[config.mk]
export PLATFORM = sky130hd
export DESIGN_NAME = rriot_timer_flat
export DESIGN_NICKNAME = d
export VERILOG_FILES = /design/src/rtl/rriot_timer_if.sv /design/src/rtl/rriot_timer.sv /design/src/flat_wrapper.sv
export SDC_FILE = /design/constraint.sdc
export NUM_CORES = 1
export LEC_CHECK = 0
export CAP_MARGIN = 30
export CORE_ASPECT_RATIO = 1.2
export CORE_UTILIZATION = 55
export DETAILED_ROUTE_END_ITERATION = 7
export GPL_TIMING_DRIVEN = 0
export MAX_ROUTING_LAYER = met4
export PLACE_DENSITY_LB_ADDON = 0.15
export SYNTH_ARGS = -nofsm -noshare
export SYNTH_HDL_FRONTEND = slang
export SYNTH_SLANG_ARGS = --single-unit
[constraint.sdc]
create_clock -name phi2 -period 5.3 [get_ports phi2]
set_input_delay 0.795 -clock phi2 [delete_from_list [all_inputs] [get_ports phi2]]
set_output_delay 0.795 -clock phi2 [all_outputs]
set_load 0.01 [all_outputs]
[src/rtl/rriot_timer_if.sv]
// rriot_timer_if -- CPU-side register access bundle for the RRIOT interval timer.
//
// Signals:
//   sel     timer register access this cycle (chip select, I/O space, timer decode)
//   we_n    0 = write, 1 = read (qualified by sel)
//   addr    A3 = IRQ enable, A1:A0 = divider select on writes, A0 = count/flag select on reads
//   di      write data
//   dout    read data (combinational)
//   irq     active-low interrupt level for the PB7 pin
//   irq_en  1 = PB7 carries the interrupt
//
// Modports: master = CPU/bus side, slave = timer side.
`timescale 1ns/1ps
interface rriot_timer_if;
  logic       sel;
  logic       we_n;
  logic [3:0] addr;
  logic [7:0] di;
  logic [7:0] dout;
  logic       irq;
  logic       irq_en;

  modport master (output sel, we_n, addr, di, input dout, irq, irq_en);
  modport slave  (input sel, we_n, addr, di, output dout, irq, irq_en);
endinterface

[src/rtl/rriot_timer.sv]
// rriot_timer -- 6530/6532-style interval timer with 1/8/64/1024 prescaler.
//
// Ports:
//   phi2  system clock, all state updates on the rising edge
//   rst   asynchronous active-high reset
//   bus   rriot_timer_if.slave: sel, we_n, addr, di in; dout, irq, irq_en out
//
// Behaviour summary: a write loads the 8-bit count and selects a divider;
// in LOAD mode the count steps once per divider period. Decrementing past
// 0x00 sets the flag and switches to EXPIRED mode, where the count runs
// down every cycle. Reading the count clears the flag and returns to LOAD.
//
// Configuration macro: RRIOT_TIMER_IRQ_EN
//   defined   -> ien register exists; irq = ~(flag & ien), irq_en = ien
//   undefined -> no ien register; irq tied high, irq_en tied low
//                (the flag stays readable through the status read)
`timescale 1ns/1ps
module rriot_timer (
  input  logic          phi2,
  input  logic          rst,
  rriot_timer_if.slave  bus
);

  typedef enum logic {LOAD = 1'b0, EXPIRED = 1'b1} mode_t;

  logic [7:0] count;
  logic [9:0] prescaler;
  logic [9:0] div_m1;
  logic       flag;
  mode_t      mode;

  logic       wr;
  logic       rd_cnt;
  logic       tick;
  logic       underflow;
  logic [7:0] dout_c;

  // Divider select: A1:A0 -> divide by 1, 8, 64, 1024 (stored minus one).
  function automatic logic [9:0] div_lookup(input logic [1:0] sel_bits);
    logic [9:0] v;
    case (sel_bits)
      2'b00:   v = 10'd0;
      2'b01:   v = 10'd7;
      2'b10:   v = 10'd63;
      default: v = 10'd1023;
    endcase
    return v;
  endfunction

  assign wr     = bus.sel & ~bus.we_n;
  assign rd_cnt = bus.sel &  bus.we_n & ~bus.addr[0];

  // In EXPIRED mode the count moves every cycle; in LOAD mode only when
  // the prescaler has run out.
  assign tick      = (mode == EXPIRED) | (prescaler == 10'd0);
  // Only a LOAD-mode wrap counts as an underflow; free-running wraps in
  // EXPIRED mode leave the flag alone. A write on the same edge wins.
  assign underflow = ~wr & (mode == LOAD) & (prescaler == 10'd0) & (count == 8'h00);

  always_ff @(posedge phi2 or posedge rst) begin
    if (rst) begin
      count     <= 8'hFF;
      prescaler <= 10'd0;
      div_m1    <= 10'd0;
      flag      <= 1'b0;
      mode      <= EXPIRED;
    end else if (wr) begin
      count     <= bus.di;
      div_m1    <= div_lookup(bus.addr[1:0]);
      prescaler <= div_lookup(bus.addr[1:0]);
      flag      <= 1'b0;
      mode      <= LOAD;
    end else begin
      if (tick)
        count <= count - 8'd1;

      if (mode == EXPIRED)
        prescaler <= 10'd0;
      else if (prescaler == 10'd0)
        prescaler <= div_m1;
      else
        prescaler <= prescaler - 10'd1;

      // Count read acknowledges the interrupt and restarts the divider.
      if (rd_cnt) begin
        flag      <= 1'b0;
        mode      <= LOAD;
        prescaler <= div_m1;
      end

      // Placed last so a coincident underflow beats the count read.
      if (underflow) begin
        flag <= 1'b1;
        mode <= EXPIRED;
      end
    end
  end

  // Read mux; forced to zero while in reset or when not selected.
  always_comb begin
    dout_c = 8'h00;
    if (!rst && bus.sel && bus.we_n) begin
      if (bus.addr[0])
        dout_c = {flag, 7'b0};
      else
        dout_c = count;
    end
  end

  assign bus.dout = dout_c;

`ifdef RRIOT_TIMER_IRQ_EN
  logic ien;

  always_ff @(posedge phi2 or posedge rst) begin
    if (rst)
      ien <= 1'b0;
    else if (wr || rd_cnt)
      ien <= bus.addr[3];
  end

  assign bus.irq    = ~(flag & ien);
  assign bus.irq_en = ien;
`else
  assign bus.irq    = 1'b1;
  assign bus.irq_en = 1'b0;
`endif

  // A2 is not decoded by the timer; A3 only matters with the IRQ option.
  logic unused_addr;
  assign unused_addr = &{1'b0, bus.addr[3:2]};

endmodule

[src/flat_wrapper.sv]
// flat-port wrapper written by rule: the top's interface ports become plain ports
module rriot_timer_flat 
  (phi2, rst, bus_sel, bus_we_n, bus_addr, bus_di, bus_dout, bus_irq, bus_irq_en);
  rriot_timer_if bus_i ();
  input  logic phi2;
  input  logic rst;
  input wire logic [$bits(bus_i.sel)-1:0] bus_sel;
  input wire logic [$bits(bus_i.we_n)-1:0] bus_we_n;
  input wire logic [$bits(bus_i.addr)-1:0] bus_addr;
  input wire logic [$bits(bus_i.di)-1:0] bus_di;
  output wire logic [$bits(bus_i.dout)-1:0] bus_dout;
  output wire logic [$bits(bus_i.irq)-1:0] bus_irq;
  output wire logic [$bits(bus_i.irq_en)-1:0] bus_irq_en;
  assign bus_i.sel = bus_sel;
  assign bus_i.we_n = bus_we_n;
  assign bus_i.addr = bus_addr;
  assign bus_i.di = bus_di;
  assign bus_dout = bus_i.dout;
  assign bus_irq = bus_i.irq;
  assign bus_irq_en = bus_i.irq_en;
  rriot_timer u_core (.phi2(phi2), .rst(rst), .bus(bus_i));
endmodule
==> PnR_summary.wiki <==
{| class="wikitable"
! Metric !! Value
|-
| Run status || finished, final reports clean
|-
| H-tree lvl count || 1
|-
| EDFF count, synth || 0
|-
| Dominant cell type by area after synthesis || sky130_fd_sc_hd__dfrtp_1
|-
| Drt via density || roughly 6.0
|-
| Critical R2R Capture || u_core.count[4]
|-
| Relative max-transition margin || between 40% and 50%
|-
| Post-layout instance area || between 1500 and 2000 um2
|-
| Flop-to-flop setup slack || approximately 3200 ps
|-
| Slowest-stage cell, CP || sky130_fd_sc_hd__clkdlybuf4s50_1
|-
| Die area || around 2900 um2
|-
| Die X || approximately 49 um
|-
| Resize count post-CTS || 0
|-
| Routability Congestion || approximately 0.94
|-
| Leading post-synthesis cells by cell area || sky130_fd_sc_hd__dfrtp_1, sky130_fd_sc_hd__dfstp_2, sky130_fd_sc_hd__o21ai_0
|-
| CTS Root Buffer Type || sky130_fd_sc_hd__clkbuf_4
|-
| Worst min-delay path class || flip-flop to flip-flop
|-
| Kind of critical path || input pin to output port
|-
| Worst Setup Start Kind || input pin
|-
| Clock input transition at the sequential cells of the worst setup and hold paths || around 120 ps
|-
| Fin util || 68.5%
|-
| Clock tree buffer depth || 2
|-
| Number of buffers added on ports || 21
|-
| Min Tclk post-route || between 3000 and 4000 ps
|-
| Number of placement rows || 20
|-
| Critical path endpoint category || output port
|-
| Ys Warns || 0
|-
| Number of buffers added to fix hold violations after cts || 0
|-
| Cells after DPL || about 220
|-
| List of cells traversed by the critical path || clkdlybuf4s50_1 -> nand2_1 -> nor3_1 -> and2_1 -> clkdlybuf4s50_1
|-
| Cell with the most instances on the worst path || sky130_fd_sc_hd__clkdlybuf4s50_1
|-
| DP Wirelength || about 2.4 mm
|-
| Post-synthesis area per instance || slightly below 9 um2
|-
| Yosys top cell area share || between 20 and 25%
|-
| Count of unique library cells instantiated by Yosys || 44
|-
| Overall global routing resource usage || between 20% and 30%
|-
| Number of antenna repair diodes || 0
|-
| Sum of negative setup slack || 0 ps
|-
| Chip Height || between 50 and 60 um
|-
| Hold Startpoint || u_core.count[5]
|-
| VDD IR max || between 0.15 and 0.2 mV
|-
| Count of nets after finishing || 208
|-
| Unrepaired setup endpoints after global routing || no
|-
| Share of the yosys chip area belonging to registers || 40.4%
|-
| DRC viols || 0
|-
| Number of cells in the finished layout apart from fillers || roughly 220
|-
| Hold violation count in the final report || 0
|-
| Slew at the pin with the worst max-slew slack || about 900 ps
|-
| Hold WS || roughly 530 ps
|-
| Area overhead of the layout relative to synthesis || 19.1%
|-
| Antenna Violating Nets Remaining || 0
|-
| Arrival time of the worst setup path || about 2600 ps
|-
| Final number of setup-violating endpoints || 0
|-
| Worst-case hold path end point || u_core.count[5]
|-
| DR pass1 iterations || 5
|-
| Insertion delay of the later-clocked pin in the worst-skew pair || a little over 300 ps
|-
| Register bit count reported by yosys || 23
|-
| Delay contributed by the slowest stage of the critical path || between 500 and 600 ps
|-
| Fill cell total of the finished layout || 210
|-
| Final count of pins violating max slew || 0
|-
| Max Clock Skew || 7.47 ps
|-
| Maximum number of pins on one net before global-route repair || 24
|-
| Starting density of the core || 57.5%
|-
| Share of synthesized registers carrying an async set or reset || between 90% and 100%
|-
| Synthesized cell area || approximately 1500 um2
|-
| Grt total ovfl || 0
|-
| Static power due to leakage || between 0.6 and 0.7 nW
|-
| CTS tree || yes
|-
| Instance area after placement || about 1700 um2
|-
| Highest clock frequency the design can meet || roughly 290 MHz
|-
| Power consumption || roughly 0.46 mW
|-
| Post-CTS Setup Inserts || 0
|-
| Most common cell in the synthesized netlist || sky130_fd_sc_hd__o21ai_0
|-
| Worst-case reg-to-reg path depth || 7
|-
| Maximum net fanout on the critical path || 7
|-
| Sinks on Clock Net || 23
|-
| Data required, critical path || roughly 4500 ps
|-
| Initial antenna violation count || 0
|-
| Vias in the first global route || 1198
|-
| Worst reg2reg startpoint || u_core.prescaler[0]
|-
| Violation count after the first detailed-route iteration || 39
|-
| Post-placement setup slack || around 1900 ps
|-
| Total core area || around 2500 um2
|-
| Worst Path Buf+Inv || 2
|-
| Ys flop type || sky130_fd_sc_hd__dfrtp_1
|-
| Post-synth top cells || sky130_fd_sc_hd__o21ai_0, sky130_fd_sc_hd__dfrtp_1, sky130_fd_sc_hd__nor2_1
|-
| Worst hold stages || 2
|-
| Number of primary I/O pins || 26
|-
| Synth Net Count || 182
|-
| Power density normalized to cell area || around 260 nW/um2
|-
| Family with the most delay on the worst path || buffers and inverters
|-
| First-pass GRT wire length || around 5.2 mm
|-
| Number of buffers inserted during clock tree synthesis || 3
|-
| Max-cap violations || 0
|-
| Routed len/inst || 14.9 um
|-
| Share of layout cells above drive strength 1 || 11.6%
|-
| Final setup margin || 1870 ps
|-
| Via total after detailed routing || about 1300
|-
| Period utilisation layout || between 60% and 70%
|-
| Detailed Route WL || approximately 3.3 mm
|-
| Post-synthesis cell count || roughly 160
|}
## cell type report
type / instances / area (um2) / area share [%]
multi-input cells: 125 / 796 / 46.0
flip-flops and latches: 23 / 587 / 33.9
repair buffers: 21 / 210 / 12.1
well taps: 33 / 41.3 / 2.38
plain buffers: 7 / 37.5 / 2.17
inverters: 9 / 33.8 / 1.95
clock buffers: 4 / 26.3 / 1.52
## cells in the final DEF, fill, tap and decap left out, types with 3 or more instances in the layout
| cell | n |
|---|---|
| sky130_fd_sc_hd__nand2b_1 | 4 |
| sky130_fd_sc_hd__and2_1 | 5 |
| sky130_fd_sc_hd__or3_1 | 6 |
| sky130_fd_sc_hd__inv_1 | 9 |
| sky130_fd_sc_hd__dfrtp_1 | 14 |
| sky130_fd_sc_hd__nor4_1 | 5 |
| sky130_fd_sc_hd__dfstp_2 | 9 |
| sky130_fd_sc_hd__o31ai_1 | 6 |
| sky130_fd_sc_hd__o211ai_1 | 3 |
| sky130_fd_sc_hd__clkdlybuf4s50_1 | 21 |
| sky130_fd_sc_hd__or4_1 | 4 |
| sky130_fd_sc_hd__clkbuf_4 | 3 |
| sky130_fd_sc_hd__nand2_1 | 8 |
| sky130_fd_sc_hd__a21oi_1 | 6 |
| sky130_fd_sc_hd__clkbuf_1 | 5 |
| sky130_fd_sc_hd__a22oi_1 | 3 |
| sky130_fd_sc_hd__nor3_1 | 5 |
| sky130_fd_sc_hd__o21ai_0 | 16 |
| sky130_fd_sc_hd__nor2b_1 | 3 |
| sky130_fd_sc_hd__buf_4 | 3 |
| sky130_fd_sc_hd__nor2_1 | 14 |
| sky130_fd_sc_hd__a31oi_1 | 7 |
## worst reg2reg max path, cell delays in order, from the launching register on
cell	delay, ps
sky130_fd_sc_hd__dfrtp_1	450
sky130_fd_sc_hd__inv_1	80
sky130_fd_sc_hd__ha_1	190
sky130_fd_sc_hd__nor3b_2	280
sky130_fd_sc_hd__a31oi_1	190
sky130_fd_sc_hd__buf_4	210
sky130_fd_sc_hd__or4_1	460
sky130_fd_sc_hd__a31oi_1	170
## routing by layer
metal,GRT usage [%],part of all wire [%]
met5,-,0
met4,12.2,1.8
met3,3.10,2.7
met1,27.5,42
met2,44.2,53
## flip-flops by register name, indices dropped and copies added (netlist names)
register / count
u_core.prescaler: 10
u_core.mode: 1
u_core.count: 8
u_core.flag: 1
u_core.div_m1: 3
## how the worst max path moves through the flow
stage / end / slack, ps / from / cells past startpoint
after floorplan: bus_dout[2] / 3020 / bus_addr[0] / 3
after global placement: bus_dout[5] / 1890 / bus_sel / 5
after detailed placement: bus_dout[6] / 1890 / bus_sel / 5
after CTS: bus_dout[6] / 1890 / bus_sel / 5
after global routing: bus_dout[2] / 1630 / bus_sel / 5
final: bus_dout[5] / 1870 / bus_sel / 5
## cell families (layout without fill, tap and decap cells)
family | Yosys count | count (layout) | share of synthesized area (%)
buffers and inverters | 16 | 41 | 4.90
AO/OA/AOI/OAI | 50 | 50 | 22.4
XOR/XNOR | 4 | 4 | 2.41
other | 2 | 2 | 0.517
adder cells (fa/ha/maj) | 2 | 2 | 1.72
multiplexers | 1 | 1 | 0.688
flip-flops | 23 | 23 | 40.4
AND/OR/NAND/NOR | 66 | 66 | 27.0
## report_power, final
part           internal (mW)  switching (mW)  total (mW)  leakage (nW)
Sequential             0.210          0.0410       0.251         0.264
Combinational         0.0603          0.0627       0.123         0.359
Clock                 0.0294          0.0525      0.0819        0.0150
Power figures use the tool's default switching activity.
